===== src/rtl/mem_port_pkg.sv =====
// Shared definitions for the memory-port sequencer: address-mux encodings,
// exception codes, FSM states and requester ids.
package mem_port_pkg;

  // Memory-address (IorD) mux select encodings; 110/111 are never driven.
  localparam logic [2:0] SEL_PC     = 3'b000;
  localparam logic [2:0] SEL_ALU    = 3'b001;
  localparam logic [2:0] SEL_RESULT = 3'b010;
  localparam logic [2:0] SEL_VEC253 = 3'b011;
  localparam logic [2:0] SEL_VEC254 = 3'b100;
  localparam logic [2:0] SEL_VEC255 = 3'b101;

  // Exception codes presented with exc_req.
  localparam logic [1:0] EXC_INVALID = 2'b00;
  localparam logic [1:0] EXC_OVF     = 2'b01;
  localparam logic [1:0] EXC_DIV0    = 2'b10;
  localparam logic [1:0] EXC_RSVD    = 2'b11;

  typedef enum logic [1:0] {
    IDLE     = 2'd0,
    ACCESS   = 2'd1,
    COMPLETE = 2'd2
  } state_t;

  typedef enum logic [1:0] {
    REQ_FETCH = 2'd0,
    REQ_LOAD  = 2'd1,
    REQ_STORE = 2'd2,
    REQ_EXC   = 2'd3
  } req_t;

  // Vector byte select for an exception code; the reserved code reads the
  // invalid-opcode vector.
  function automatic logic [2:0] exc_vec_sel(input logic [1:0] code);
    case (code)
      EXC_OVF:  return SEL_VEC254;
      EXC_DIV0: return SEL_VEC255;
      default:  return SEL_VEC253;
    endcase
  endfunction

endpackage


===== src/rtl/mem_lat_counter.sv =====
// Loadable down-counter with zero flag; times the ACCESS phase of a memory
// transaction. Load wins over decrement; it never wraps below zero.
module mem_lat_counter #(
  parameter int CNT_W = 4
) (
  input  logic             clk,
  input  logic             reset,
  input  logic             load,
  input  logic [CNT_W-1:0] load_val,
  input  logic             dec,
  output logic             zero
);

  logic [CNT_W-1:0] count;

  // Load on grant, otherwise count down while enabled.
  always_ff @(posedge clk or posedge reset) begin
    if (reset) begin
      count <= '0;
    end else if (load) begin
      count <= load_val;
    end else if (dec && (count != '0)) begin
      count <= count - 1'b1;
    end
  end

  assign zero = (count == '0);

endmodule


===== src/rtl/mem_port_sequencer.sv =====
// Memory-port sequencer for the multicycle CPU. Arbitrates fetch, data and
// exception-vector requests (exc > data > fetch), drives the IorD select and
// memory write enable, and emits the IR/MDR/PC-handler load strobes.
// Optional: define MEM_PORT_EXC_LATCH_EN to latch an exception request that
// rises while busy and grant it straight from COMPLETE.
//
// Handshake: requests are levels sampled only when the sequencer is idle (or,
// with the latch option, exc_req rising edges while busy); a grant is taken in
// the IDLE cycle the request is seen, done pulses MEM_LAT+1 cycles later, and a
// requester still high in the cycle after done is granted again.
module mem_port_sequencer
  import mem_port_pkg::*;
#(
  parameter int MEM_LAT = 1,
  parameter int CNT_W   = 4
) (
  input  logic       clk,
  input  logic       reset,
  input  logic       fetch_req,
  input  logic       data_req,
  input  logic       data_wr,
  input  logic       data_addr_src,
  input  logic       exc_req,
  input  logic [1:0] exc_code,
  output logic [2:0] iord_sel,
  output logic       mem_wr,
  output logic       ir_wr,
  output logic       mdr_wr,
  output logic       epc_wr,
  output logic       pc_exc_load,
  output logic       busy,
  output logic       done
);

  localparam logic [CNT_W-1:0] LOAD_VAL = CNT_W'(MEM_LAT - 1);

  state_t     state;
  req_t       cur_req;
  logic       grant;
  req_t       grant_req;
  logic [2:0] grant_sel;
  logic       chain_exc;
  logic [2:0] chain_sel;
  logic       cnt_zero;

  // Fixed-priority arbitration of the requests seen in IDLE.
  always_comb begin
    grant     = 1'b0;
    grant_req = REQ_FETCH;
    grant_sel = SEL_PC;
    if (state == IDLE) begin
      if (exc_req) begin
        grant     = 1'b1;
        grant_req = REQ_EXC;
        grant_sel = exc_vec_sel(exc_code);
      end else if (data_req) begin
        grant     = 1'b1;
        grant_req = data_wr ? REQ_STORE : REQ_LOAD;
        grant_sel = data_addr_src ? SEL_RESULT : SEL_ALU;
      end else if (fetch_req) begin
        grant     = 1'b1;
        grant_req = REQ_FETCH;
        grant_sel = SEL_PC;
      end
    end
  end

`ifdef MEM_PORT_EXC_LATCH_EN
  logic       exc_q;
  logic       exc_rise;
  logic       pending;
  logic [1:0] pend_code;

  assign exc_rise  = exc_req & ~exc_q;
  // A rise in the COMPLETE cycle itself is chained just like a latched one.
  assign chain_exc = (state == COMPLETE) && (pending || exc_rise);
  assign chain_sel = exc_vec_sel(exc_rise ? exc_code : pend_code);

  // Remember an exception request that rises while the port is busy.
  always_ff @(posedge clk or posedge reset) begin
    if (reset) begin
      exc_q     <= 1'b0;
      pending   <= 1'b0;
      pend_code <= EXC_INVALID;
    end else begin
      exc_q <= exc_req;
      if (chain_exc) begin
        pending <= 1'b0;
      end else if ((state != IDLE) && exc_rise) begin
        pending   <= 1'b1;
        pend_code <= exc_code;
      end
    end
  end
`else
  assign chain_exc = 1'b0;
  assign chain_sel = SEL_VEC253;
`endif

  mem_lat_counter #(
    .CNT_W(CNT_W)
  ) u_lat_counter (
    .clk      (clk),
    .reset    (reset),
    .load     (grant | chain_exc),
    .load_val (LOAD_VAL),
    .dec      (state == ACCESS),
    .zero     (cnt_zero)
  );

  // EPC capture happens in the grant cycle itself; gated so reset forces 0.
  assign epc_wr = ~reset & ((grant && (grant_req == REQ_EXC)) | chain_exc);

  // Main sequencing FSM with registered outputs.
  always_ff @(posedge clk or posedge reset) begin
    if (reset) begin
      state       <= IDLE;
      cur_req     <= REQ_FETCH;
      iord_sel    <= SEL_PC;
      mem_wr      <= 1'b0;
      ir_wr       <= 1'b0;
      mdr_wr      <= 1'b0;
      pc_exc_load <= 1'b0;
      busy        <= 1'b0;
      done        <= 1'b0;
    end else begin
      mem_wr      <= 1'b0;
      ir_wr       <= 1'b0;
      mdr_wr      <= 1'b0;
      pc_exc_load <= 1'b0;
      done        <= 1'b0;
      case (state)
        IDLE: begin
          if (grant) begin
            state    <= ACCESS;
            cur_req  <= grant_req;
            iord_sel <= grant_sel;
            busy     <= 1'b1;
            mem_wr   <= (grant_req == REQ_STORE);
          end
        end
        ACCESS: begin
          if (cnt_zero) begin
            state       <= COMPLETE;
            done        <= 1'b1;
            ir_wr       <= (cur_req == REQ_FETCH);
            mdr_wr      <= (cur_req == REQ_LOAD);
            pc_exc_load <= (cur_req == REQ_EXC);
          end
        end
        COMPLETE: begin
          if (chain_exc) begin
            state    <= ACCESS;
            cur_req  <= REQ_EXC;
            iord_sel <= chain_sel;
            busy     <= 1'b1;
          end else begin
            state    <= IDLE;
            iord_sel <= SEL_PC;
            busy     <= 1'b0;
          end
        end
        default: begin
          state    <= IDLE;
          iord_sel <= SEL_PC;
          busy     <= 1'b0;
        end
      endcase
    end
  end

endmodule


===== config.mk =====
export PLATFORM = sky130hd
export DESIGN_NAME = mem_port_sequencer
export DESIGN_NICKNAME = d
export VERILOG_FILES = /design/src/rtl/mem_port_pkg.sv /design/src/rtl/mem_lat_counter.sv /design/src/rtl/mem_port_sequencer.sv
export SDC_FILE = /design/constraint.sdc
export NUM_CORES = 1
export LEC_CHECK = 0
export ABC_AREA = 1
export CORE_UTILIZATION = 46
export CTS_BUF_LIST = sky130_fd_sc_hd__clkbuf_4 sky130_fd_sc_hd__clkbuf_8
export DETAILED_ROUTE_END_ITERATION = 16
export PLACE_DENSITY = 0.77
export SYNTH_ARGS = -nofsm -noshare
export SYNTH_HDL_FRONTEND = slang
export SYNTH_HIERARCHICAL = 1
export SYNTH_SLANG_ARGS = --single-unit

===== constraint.sdc =====
create_clock -name clk -period 1.2 [get_ports clk]
set_input_delay 0.18 -clock clk [delete_from_list [all_inputs] [get_ports clk]]
set_output_delay 0.18 -clock clk [all_outputs]
set_load 0.005 [all_outputs]

==> key figures <==
Status
  – Status: complete, but fails checks
  – Failing checks: negative setup slack

STA
  – Max Freq: about 0.76 GHz
  – Fin crit period: roughly 1.3 ns
  – Hold slack: between 0.09 and 0.1 ns
  – Post-route clock skew: 0.00355 ns
  – Setup-failing EPs final: 7
  – Tcrit/Tclk final: 110%
  – Final Slew Violations: 0
  – RSZ-0062 raised after global routing: true
  – Total Negative Setup Slacks: -0.581 ns
  – PnR worst setup slack: -0.122 ns
  – Final hold viol count: 0

Global routing
  – Number of global-route vias before repair: ~760
  – Initial antenna violation count: 0
  – GRT Total Usage: 21.3%
  – First-pass GRT wire length: 3.08 mm
  – Global route total overflow: 0
  – Largest net degree at the start of global routing: 14

Floorplanning
  – FP Rows: 15
  – Die footprint: 0.00207 mm^2
  – # IOs: 19
  – Starting Density: 49.7%
  – Chip width: roughly 45 um
  – CORE AREA: 0.00175 mm^2
  – Die height: 45.4 um

Route
  – Drt pass-1 iters: 4
  – Routed WL: 1.97 mm
  – DRC viols: 0
  – Routed vias: 843
  – Via/cell ratio: 4.61
  – Post-DRT Antenna Nets: 0
  – WL/cell: 10.7 um
  – DRT iter0 DRCs: 4

Placement
  – DP Worst Slack: -0.530 ns
  – Placement Cell Area: approximately 0.0012 mm^2
  – GP Congestion: 0.801
  – DP Cell Count: between 150 and 200
  – Dpl hpwl: 1.41 mm
  – IO Port Bufs: 18

Finish
  – Share of cells above drive strength 1: 32.3%
  – Final nets: 170
  – Most common cell after layout, fill and taps aside: nand2_1
  – Most frequent cells in the layout: 39 x nand2_1, 19 x buf_4, 16 x dfrtp_1
  – Layout Utilization: 76.1%
  – Ant. Diodes: 0
  – Final Cell Area: 0.00133 mm^2
  – Post-Layout Cell Count: 183
  – Area grow syn2layout: 53.0%

Pwr
  – Cell area power density: 2420 mW/mm^2
  – Lkg Pwr: 0.744 nW
  – Power consumption: 3.21 mW
  – Worst-case vdd ir drop: 1410 uV

Worst setup path
  – Critical Path RT: 1.02 ns
  – FF-to-FF path depth: 9
  – Critical-path maximum fanout: 2
  – CP Capture Type: output pin
  – CP arrival: 1.14 ns
  – Kind of critical path: reg -> out
  – Worst R2R Setup Slack: -0.11 ns
  – Worst setup SP type: flip-flop

Clocking
  – CTS tree: yes
  – Htree depth: 1
  – CTS root buf: clkbuf_4
  – Clk sinks: 17
  – Cts hold-fix bufs: 0
  – Skew-Pair Late Insertion Delay: 0.29 ns
  – Clock Path Buffers: 2
  – Clock buffer count from CTS: 3
  – Clk slew on worst S/H paths: between 0.1 and 0.15 ns

Synth
  – Largest area contributor in the netlist: dfrtp_1
  – Post-Syn Instances: 112
  – Post-synth cell types: 20
  – Synth area leaders: dfrtp_1 49%, nand2_1 19%, inv_1 5.6%
  – Sequential area share after synthesis: about 49%
  – Mean Syn Cell Area: 7.75 um^2
  – Synth Register Bits: 17
  – Ys Warns: 6
  – Share of the synthesized area in the top cell type: 49.0%
  – Mapped Area: about 870 um^2

Job
  – Max-cap violations: 0

Hold path
  – Worst hold path class: in -> async
## worst max-delay path, cell delays in order (launching register included)
cell and delay [ns]:
dfrtp_1 0.43, nor2_4 0.14, nand2_2 0.07, nor2_2 0.10, buf_2 0.11
## sequential cells by signal, indices dropped and copies added, names as in the netlist
| name | count |
|---|---|
| pc_exc_load | 1 |
| ir_wr | 1 |
| done | 1 |
| state | 2 |
| mdr_wr | 1 |
| mem_wr | 1 |
| cur_req | 2 |
| u_lat_counter/count | 4 |
| iord_sel | 3 |
| busy | 1 |
## area by class of cell
type                       instances  area, um^2
clock inverter                     1        7.51
fill                             126         417
multi-input combinational         81         440
inverter                          17        72.6
tap                               25        31.3
clock buffer                       3        22.5
timing repair buffer              39         328
sequential                        17         427
## path summary, 6_finish.rpt
| check | startpoint | end |
|---|---|---|
| worst max-delay path | state[0]$_DFFE_PP0P_ | epc_wr |
| worst min register to register | busy$_DFFE_PP0P_ | busy$_DFFE_PP0P_ |
| worst min-delay path | reset | u_lat_counter/count[0]$_DFFE_PP0P_ |
| worst max register to register | state[0]$_DFFE_PP0P_ | u_lat_counter/count[3]$_DFFE_PP0P_ |
| min in group clk | data_req | iord_sel[1]$_DFFE_PP0P_ |
| max in group asynchronous | reset | state[1]$_DFFE_PP0P_ |
## cell usage after synthesis, drive strengths merged
cell type and count:
clkinv 2, conb 1, dfrtp 17, ha 2, inv 15, nand2 48, nand3 7, nand3b 2
nor2 11, nor3 1, o211ai 1, o21ai 4, o31ai 1
## report_power, final
part	leakage [nW]	internal, mW	switching (mW)
Combinational	0.517	0.932	0.965
Clock	0.0139	0.127	0.190
Sequential	0.212	0.807	0.189
## timing repair
item,4_1_cts,5_1_grt
pin swaps,3,7
setup buffers,6,3
resized for setup,23,14
setup endpoints to repair,16,9
## cells by family (layout without fill, tap and decap cells)
family,Yosys count,count (layout),synth area share [%]
buffers and inverters,17,60,7.49
adders and majority gates,2,2,2.88
other,1,4,0.432
and+or+nand+nor,69,69,36.2
AOI/OAI and AO/OA,6,6,4.03
DFF,17,17,49.0
## per-layer routing
metal  wire length (um)  up-vias  track usage, %
li1                   -      431               -
met1                835      385            24.5
met2               1020       19            37.1
met3                 53        8            2.38
met4                 60        0            13.3
met5                  0        -               0
No activity file was read; power rests on OpenSTA's default activity.
